`src/rtl/de0_timeset.sv`:
```
// de0_timeset: time-setting controller for the DE0 clock display.
// Two raw push-buttons are synchronised and debounced into one-cycle press
// pulses. A three-state mode machine (run / set minutes / set seconds) turns
// INC presses into minute-increment or seconds-clear pulses, gates the 1 Hz
// count enable, and blinks the digits under edit.
module de0_timeset #(
  parameter logic [19:0] DEBOUNCE   = 20'd1_000_000,
  parameter logic [24:0] BLINK_HALF = 25'd25_000_000
) (
  input  logic       CLK,
  input  logic       nRST,
  input  logic       nBTN_MODE,
  input  logic       nBTN_INC,
  input  logic       EN1HZ,
  output logic       RUN,
  output logic       SECEN,
  output logic       MININC,
  output logic       SECCLR,
  output logic [3:0] BLANK,
  output logic [1:0] DBG_STATE
);

  typedef enum logic [1:0] {
    RUN_ST  = 2'd0,
    SET_MIN = 2'd1,
    SET_SEC = 2'd2
  } state_t;

  // Button channels: bit 0 = MODE, bit 1 = INC. All levels active-low.
  logic [1:0]  raw;
  logic [1:0]  sync1;
  logic [1:0]  sync2;
  logic [1:0]  stable;
  logic [1:0]  press;
  logic [1:0]  deb_done;
  logic [19:0] dcnt [2];

  state_t      state_q;
  state_t      state_d;
  logic        mininc_d;
  logic        secclr_d;

  logic [24:0] bcnt;
  logic        phase;

  assign raw = {nBTN_INC, nBTN_MODE};

  // Debounce terminal condition: levels still differ after DEBOUNCE-1 counts.
  always_comb begin
    deb_done = '0;
    for (int i = 0; i < 2; i++) begin
      deb_done[i] = (sync2[i] != stable[i]) && (dcnt[i] == DEBOUNCE - 20'd1);
    end
  end

  // Synchroniser, debounce counters, stable levels and registered press pulses.
  always_ff @(posedge CLK) begin
    if (!nRST) begin
      sync1  <= 2'b11;
      sync2  <= 2'b11;
      stable <= 2'b11;
      press  <= 2'b00;
      for (int i = 0; i < 2; i++) dcnt[i] <= '0;
    end else begin
      sync1 <= raw;
      sync2 <= sync1;
      for (int i = 0; i < 2; i++) begin
        if (sync2[i] == stable[i]) begin
          dcnt[i]  <= '0;
          press[i] <= 1'b0;
        end else if (deb_done[i]) begin
          // Accept the new level; only the 1->0 (press) direction is an event.
          stable[i] <= sync2[i];
          dcnt[i]   <= '0;
          press[i]  <= ~sync2[i];
        end else begin
          dcnt[i]  <= dcnt[i] + 20'd1;
          press[i] <= 1'b0;
        end
      end
    end
  end

  // Mode state register and registered edit pulses.
  always_ff @(posedge CLK) begin
    if (!nRST) begin
      state_q <= RUN_ST;
      MININC  <= 1'b0;
      SECCLR  <= 1'b0;
    end else begin
      state_q <= state_d;
      MININC  <= mininc_d;
      SECCLR  <= secclr_d;
    end
  end

  // Next state and edit decisions; a MODE press wins over a coincident INC press.
  always_comb begin
    state_d  = state_q;
    mininc_d = 1'b0;
    secclr_d = 1'b0;
    if (press[0]) begin
      case (state_q)
        RUN_ST:  state_d = SET_MIN;
        SET_MIN: state_d = SET_SEC;
        default: state_d = RUN_ST;
      endcase
    end else if (press[1]) begin
      case (state_q)
        SET_MIN: mininc_d = 1'b1;
        SET_SEC: secclr_d = 1'b1;
        default: ;
      endcase
    end
  end

  // Blink timer: free-running half-period counter, restarted on every mode change
  // so a freshly selected field always starts visible.
  always_ff @(posedge CLK) begin
    if (!nRST || (state_d != state_q)) begin
      bcnt  <= '0;
      phase <= 1'b0;
    end else if (bcnt == BLINK_HALF - 25'd1) begin
      bcnt  <= '0;
      phase <= ~phase;
    end else begin
      bcnt <= bcnt + 25'd1;
    end
  end

  // Status outputs, count enable and digit blanking.
  always_comb begin
    RUN       = (state_q == RUN_ST);
    SECEN     = EN1HZ & RUN;
    DBG_STATE = state_q;
    case (state_q)
      SET_MIN: BLANK = {phase, phase, 2'b00};
      SET_SEC: BLANK = {2'b00, phase, phase};
      default: BLANK = 4'b0000;
    endcase
  end

endmodule

```
`config.mk`:
```
export PLATFORM = sky130hd
export DESIGN_NAME = de0_timeset
export DESIGN_NICKNAME = d
export VERILOG_FILES = /design/src/rtl/de0_timeset.sv
export SDC_FILE = /design/constraint.sdc
export NUM_CORES = 1
export LEC_CHECK = 0
export ABC_AREA = 1
export CAP_MARGIN = 20
export CELL_PAD_IN_SITES_DETAIL_PLACEMENT = 1
export CELL_PAD_IN_SITES_GLOBAL_PLACEMENT = 1
export CORE_ASPECT_RATIO = 1.5
export CORE_MARGIN = 1
export CORE_UTILIZATION = 45
export CTS_BUF_LIST = sky130_fd_sc_hd__clkbuf_4
export DETAILED_ROUTE_END_ITERATION = 7
export PLACE_DENSITY_LB_ADDON = 0.1
export SLEW_MARGIN = 40
export SYNTH_ARGS = -nofsm -noshare
export SYNTH_HDL_FRONTEND = slang
export SYNTH_SLANG_ARGS = --single-unit
```
`constraint.sdc`:
```
create_clock -name CLK -period 2.68 [get_ports CLK]
set_input_delay 0.268 -clock CLK [delete_from_list [all_inputs] [get_ports CLK]]
set_output_delay 0.268 -clock CLK [all_outputs]
set_load 0.05 [all_outputs]
```
==> qor.yml, run 1 <==
synthesis:
  synthAdderAreaFrac: 0.0173
  ys_top_cells_by_area: "edfxtp_1 (28%), dfxtp_1 (18%), nor2_1 (13%)"
  netlist_area_um2: 4340
  synth-seq-cells: 78
  synth-compound-area-share: 0.0375
  yosys-mux-area-fraction: 0
  yosys.area_share.simple: 0.364
  synth_most_common_cell: "nor2_1"
  syn-instance-count: 581
  synth_top_family_by_area: "simple AND/OR/NAND/NOR gates"
  yosysTopAreaCell: "edfxtp_1"
  syn_area_per_cell_um2: 7.46
  synthXorXnorAreaFrac: 0.0626
  synth_ff_type: "edfxtp_1"
  synth_top_area_frac: 0.277
  async_flop_share: 0
  synthTopCellsByCount: "nor2_1 (147), nand2_1 (141), inv_1 (58), nand3_1 (42), edfxtp_1 (40)"
  ys_types: 29
  ys_seq_area_frac: 0.453
  synth_edf_count: 40
  ys_warn_count: 0
power:
  p_switching_w: 0.000542
  switching_share: 0.241
  internal_power_w: 0.00171
  power_leakage_nw: 1.80
  power_frac_comb: 0.043
  p_per_area_nw_per_um2: 463
  p_seq_frac: 0.586
  clkPwrFrac: 0.370
  irDropWorstVdd_mv: 0.236
clock_network:
  cts_num_sinks: 78
  postCtsSetupRepairBufs: 0
  cts_hold_buf: 0
  clkLatencyLatePin_ns: 0.45
  clockBufferDepth: 2
  numCtsBuffers: 9
  path_clk_slew_ns: 0.13
  cts_max_level: 3
  cts_tree: "done"
  cts-root-buf: "clkbuf_4"
worst_setup_path:
  worst-r2r-setup-slack_ns: 0.73
  crit_arrival_ns: 2.26
  worstSetupPathType: "register to output pin"
  reg2reg_depth: 8
  critical_path.max_stage_delay_ns: 0.82
  r2r_start: "dcnt[0][0]"
  cp_data_required_time_ns: 2.41
  r2r_end: "dcnt[0][16]"
  cp.depth: 5
  cp_slowest_cell: "clkdlybuf4s50_1"
  worstPathCellList: "inv_1, ha_1, nand2_1, nor2_1, clkdlybuf4s50_1"
  crit_family: "buffers and inverters"
  cp-end-kind: "output pin"
  startpoint_type: "register"
  crit_path_max_fanout: 5
  critPathBufInv: 2
sta:
  setup_tns_ns: 0
  maxSlewViolCount: 0
  maxSlewHeadroom: 0.650
  max_freq_ghz: 0.395
  tightest_slew_ns: 0.523
  fin_skew_ns: 0.0131
  final-hold-violation-count: 0
  period_share: 0.945
  setup_viol_count_final: 0
  finalCriticalPeriod_ns: 2.53
  rsz0062_at_grt: "false"
min_path:
  hold_class: "input port to register"
  hold_depth: 2
  min_to: "sync1[1]"
  worstHoldStart: "nBTN_INC"
final_layout:
  area_delta_synth_final_pct: 12.1
  n_fill_cell: 1200
  fin_nets: 649
  drive_gt1_frac: 0.0591
  post-route-util: 0.522
routing:
  ant_nets: 0
  dr_total_vias: 3764
  drt-total-wl_mm: 10.3
  drc: 0
  via_per_inst: 4.98
  wl_per_cell_um: 13.6
  drt_pass1_iterations: 4
  drtIter0Drc: 85
place:
  numPortBuffers: 14
  hpwlAfterDp_mm: 8.04
  place_congestion: 0.847
floorplanning:
  start_util: 0.466
  die_area_um2: 10000
  die_y_um: 122
  fp.dieW_um: 82.1
  num_rows: 43
  pin_count: 15
  core_um2: 9310
grt:
  grt_antenna_before_repair: 1
  grt_pass1_wl_mm: 17.2
  grt_pass1_vias: 3902
  grt_max_degree: 26
  grt_overflow: 0
  grt_usage: 0.228
outcome:
  outcome: "finished clean"
flow_run:
  drv_cap: 0
==> area by class of cell <==
class	instances	area, um2	share of cell area
Clock inverter	6	83.8	0.0172
Sequential cell	78	1960	0.404
Tap cell	112	140	0.0288
Inverter	58	218	0.0448
Clock buffer	10	75.1	0.0154
Multi-Input combinational cell	477	2240	0.460
Timing Repair Buffer	14	143	0.0293
Antenna cell	1	2.50	0.000515
==> state kept, by name (all words and copies together), names as in the netlist <==
signal	flops
sync1	2
bcnt	25
press	2
phase	1
sync2	2
dcnt	40
MININC	1
DBG_STATE	2
stable	2
SECCLR	1
==> worst max-delay path by stage <==
stage                             from        to  slack, ns
after floorplan           DBG_STATE[0]  BLANK[3]       0.24
after global placement    DBG_STATE[0]  BLANK[3]       0.69
after detailed placement  DBG_STATE[0]  BLANK[2]       0.63
after CTS                 DBG_STATE[0]  BLANK[2]       0.09
after global routing      DBG_STATE[0]  BLANK[3]      0.009
final                     DBG_STATE[0]  BLANK[3]       0.15
==> layer usage <==
metal	GRT usage	wire length [um]	vias up
li1	-	-	1913
met1	0.237	4210	1811
met2	0.432	5700	22
met3	0.0357	117	18
met4	0.103	260	0
met5	0	0	-
==> through the flow <==
step	setup WS, ns	instances	total power (W)	instance area, um2	hold slack (ns)
global route	0.00868	756	0.00235	4860	0.372
global placement	0.692	739	0.00144	4700	0.402
detailed placement	0.626	739	0.00144	4700	0.402
finish	0.148	756	0.00225	4860	0.379
floorplan	0.239	620	0.00141	4480	0.337
CTS	0.0926	755	0.00228	4860	0.346
==> cell usage in the layout, fill, tap and decap left out, drive strengths merged <==
cell / synthesis / final
inv: 58 / 60
o21ai: 5 / 5
nand3: 47 / 47
a211oi: 2 / 2
a21oi: 23 / 23
dfxtp: 38 / 38
dlymetal6s2s: 0 / 1
nand3b: 2 / 2
ha: 6 / 6
o21bai: 1 / 1
clkinv: 0 / 1
xnor2: 14 / 14
or2: 11 / 11
nor3: 3 / 3
diode: 0 / 1
clkbuf: 0 / 10
edfxtp: 40 / 40
nand2: 146 / 146
and2: 2 / 2
clkinvlp: 0 / 1
nor2: 151 / 151
xor2: 17 / 17
clkdlybuf4s50: 0 / 13
bufinv: 0 / 2
conb: 1 / 40
nand4: 7 / 7
==> cells by family after synthesis <==
family | count (synthesis)
simple gates | 369
flops | 78
buf+inv | 65
compound gates | 31
xor+xnor | 31
fa+ha+maj | 6
other cells | 1
==> power groups by stage <==
| stage | Combinational [W] | Sequential, W | Clock, W |
|---|---|---|---|
| finish | 0.0000972 | 0.00132 | 0.000833 |
| global route | 0.000112 | 0.00133 | 0.000915 |
| CTS | 0.0000967 | 0.00132 | 0.000859 |
| detailed placement | 0.0000954 | 0.00135 | 0 |
| global placement | 0.0000911 | 0.00134 | 0 |
| floorplan | 0.0000761 | 0.00134 | 0 |
==> timing repair <==
item | in CTS | in global routing
endpoints found under the hold margin | 0 | 0
setup endpoints to repair | 0 | 2
resized for setup | 0 | 1
(Power assumes the default switching activity.)
==> run 2, diff against run 1 <==
Settings changed: CORE_ASPECT_RATIO 1.5 to unset, PLACE_DENSITY_LB_ADDON 0.1 to 0.05.
Clock period 2.68 ns to 2.8 ns, I/O delays scaled along.
==> run 2 against run 1 <==
Net effect: via count down 0.37%; design area up 0.28%; hold slack better by 0.0070 ns; critical path type unchanged; largest cell class unchanged.
==> qor.yml, run 2 (synthesis gave the netlist of run 1 again) <==
outcome:
  outcome: "finished clean"
floorplanning:
  die_y_um: 100
  pin_count: 15
  core_um2: 9280
  num_rows: 35
  die_area_um2: 10000
  start_util: 0.467
  fp.dieW_um: 100
clock_network:
  clockBufferDepth: 2
  cts_hold_buf: 0
  clkLatencyLatePin_ns: 0.45
  cts-root-buf: "clkbuf_4"
  postCtsSetupRepairBufs: 0
  cts_num_sinks: 78
  cts_tree: "done"
  numCtsBuffers: 9
  cts_max_level: 3
  path_clk_slew_ns: 0.13
  cts_resized: 0
final_layout:
  final_common_cell: "nor2_1"
  fin_nets: 649
  n_fill_cell: 1252
  drive_gt1_frac: 0.0575
  ff_latch_area_um2: 1960
  diodes: 0
  area_delta_synth_final_pct: 12.4
  multi_input_area_um2: 2240
  reg.largest.list: "dcnt: 40 flops, bcnt: 25 flops"
  largest_reg_flops: 40
  regMostFlops: "dcnt"
  post-route-util: 0.525
  mostFrequentLayoutCells: "nor2_1 (147), nand2_1 (141), inv_1 (58)"
worst_setup_path:
  worstSetupPathType: "register to output pin"
  crit_path_max_fanout: 5
  cp_data_required_time_ns: 2.52
  startpoint_type: "register"
  crit_arrival_ns: 2.22
  cp-end-kind: "output pin"
  cp_slowest_cell: "clkdlybuf4s50_1"
  critical_path.max_stage_delay_ns: 0.81
  worstPathCellList: "inv_1, ha_1, nand2_1, nor2_1, clkdlybuf4s50_1"
sta:
  setup_tns_ns: 0
  fin_skew_ns: 0.00793
  final-hold-violation-count: 0
  rsz0062_at_grt: "false"
  period_share: 0.894
  maxSlewViolCount: 0
  tightest_slew_ns: 0.506
  max_freq_ghz: 0.400
  finalCriticalPeriod_ns: 2.50
  maxSlewHeadroom: 0.661
  setup_viol_count_final: 0
  holdWs_ns: 0.386
routing:
  wl_per_cell_um: 13.1
  drt_pass1_iterations: 4
  drc: 0
  drtIter0Drc: 117
  drt-total-wl_mm: 10.1
  via_per_inst: 4.86
  ant_nets: 0
  dr_total_vias: 3750
power:
  p_per_area_nw_per_um2: 438
  power_frac_comb: 0.044
  p_seq_frac: 0.591
  power_leakage_nw: 1.78
  p_switching_w: 0.000517
  irDropWorstVdd_mv: 0.366
  switching_share: 0.242
  clkPwrFrac: 0.365
  internal_power_w: 0.00162
grt:
  grt_usage: 0.219
  grt_overflow: 0
  grt_antenna_before_repair: 0
  grt_pass1_wl_mm: 17.1
  grt_pass1_vias: 3759
  grt_max_degree: 26
place:
  numPortBuffers: 14
  place_congestion: 0.801
  hpwlAfterDp_mm: 7.75
flow_run:
  drv_cap: 0
min_path:
  hold_class: "input port to register"
-- run 2: cell count changes in the layout (fill, tap and decap cells not counted) --
| cell | change |
|---|---|
| diode_2 | -1 |
| inv_4 | -2 |
| clkbuf_4 | -1 |
| clkinv_4 | +1 |
| clkdlybuf4s50_1 | +1 |
| clkinv_1 | +1 |
| clkinv_2 | +1 |
| dlymetal6s2s_1 | -1 |
-- run 2: stage by stage --
stage / area [um2] / setup WS [ns] / std cells / power, W
floorplan: 4480 / 0.347 / 620 / 0.00135
detailed placement: 4720 / 0.779 / 756 / 0.00138
global route: 4870 / 0.162 / 772 / 0.00221
finish: 4870 / 0.298 / 772 / 0.00214
CTS: 4870 / 0.270 / 772 / 0.00215
global placement: 4720 / 0.805 / 756 / 0.00137
-- run 2: critical path: cells and delay by family (launching register included) --
family	cells	cell delay, ns
flip-flops	1	0.41
AND/OR/NAND/NOR	2	0.16
adder cells (fa/ha/maj)	1	0.28
buffers and inverters	2	0.92
-- run 2: power groups by stage --
stage / sequential [W] / clock (W) / combinational, W
after floorplan: 0.00128 / 0 / 0.0000728
after CTS: 0.00126 / 0.000800 / 0.0000921
after detailed placement: 0.00129 / 0 / 0.0000912
after global placement: 0.00129 / 0 / 0.0000876
after global routing: 0.00127 / 0.000835 / 0.000107
final: 0.00126 / 0.000780 / 0.0000932
-- run 2: final timing paths --
path | end | depth (start not counted) | startpoint | slack, ns
setup / recovery | BLANK[2] | 5 | DBG_STATE[0] | 0.30
hold reg to reg | sync2[1] | 1 | sync1[1] | 0.44
setup reg to reg | dcnt[0][15] | 8 | dcnt[0][0] | 0.87
hold / removal | sync1[1] | 2 | nBTN_INC | 0.39
-- run 2: final cells by class --
cell class,count,share of cell area
clock inverter,7,0.0182
inverter,58,0.0447
tap,129,0.0331
clock buffer,9,0.0139
multi-input combinational,477,0.459
timing repair buffer,14,0.0287
sequential,78,0.402
-- run 2: layer usage --
layer	GRT usage	wire length, um
met1	0.270	4770
met2	0.381	4940
met3	0.0425	235
met4	0.0814	206
met5	0	0
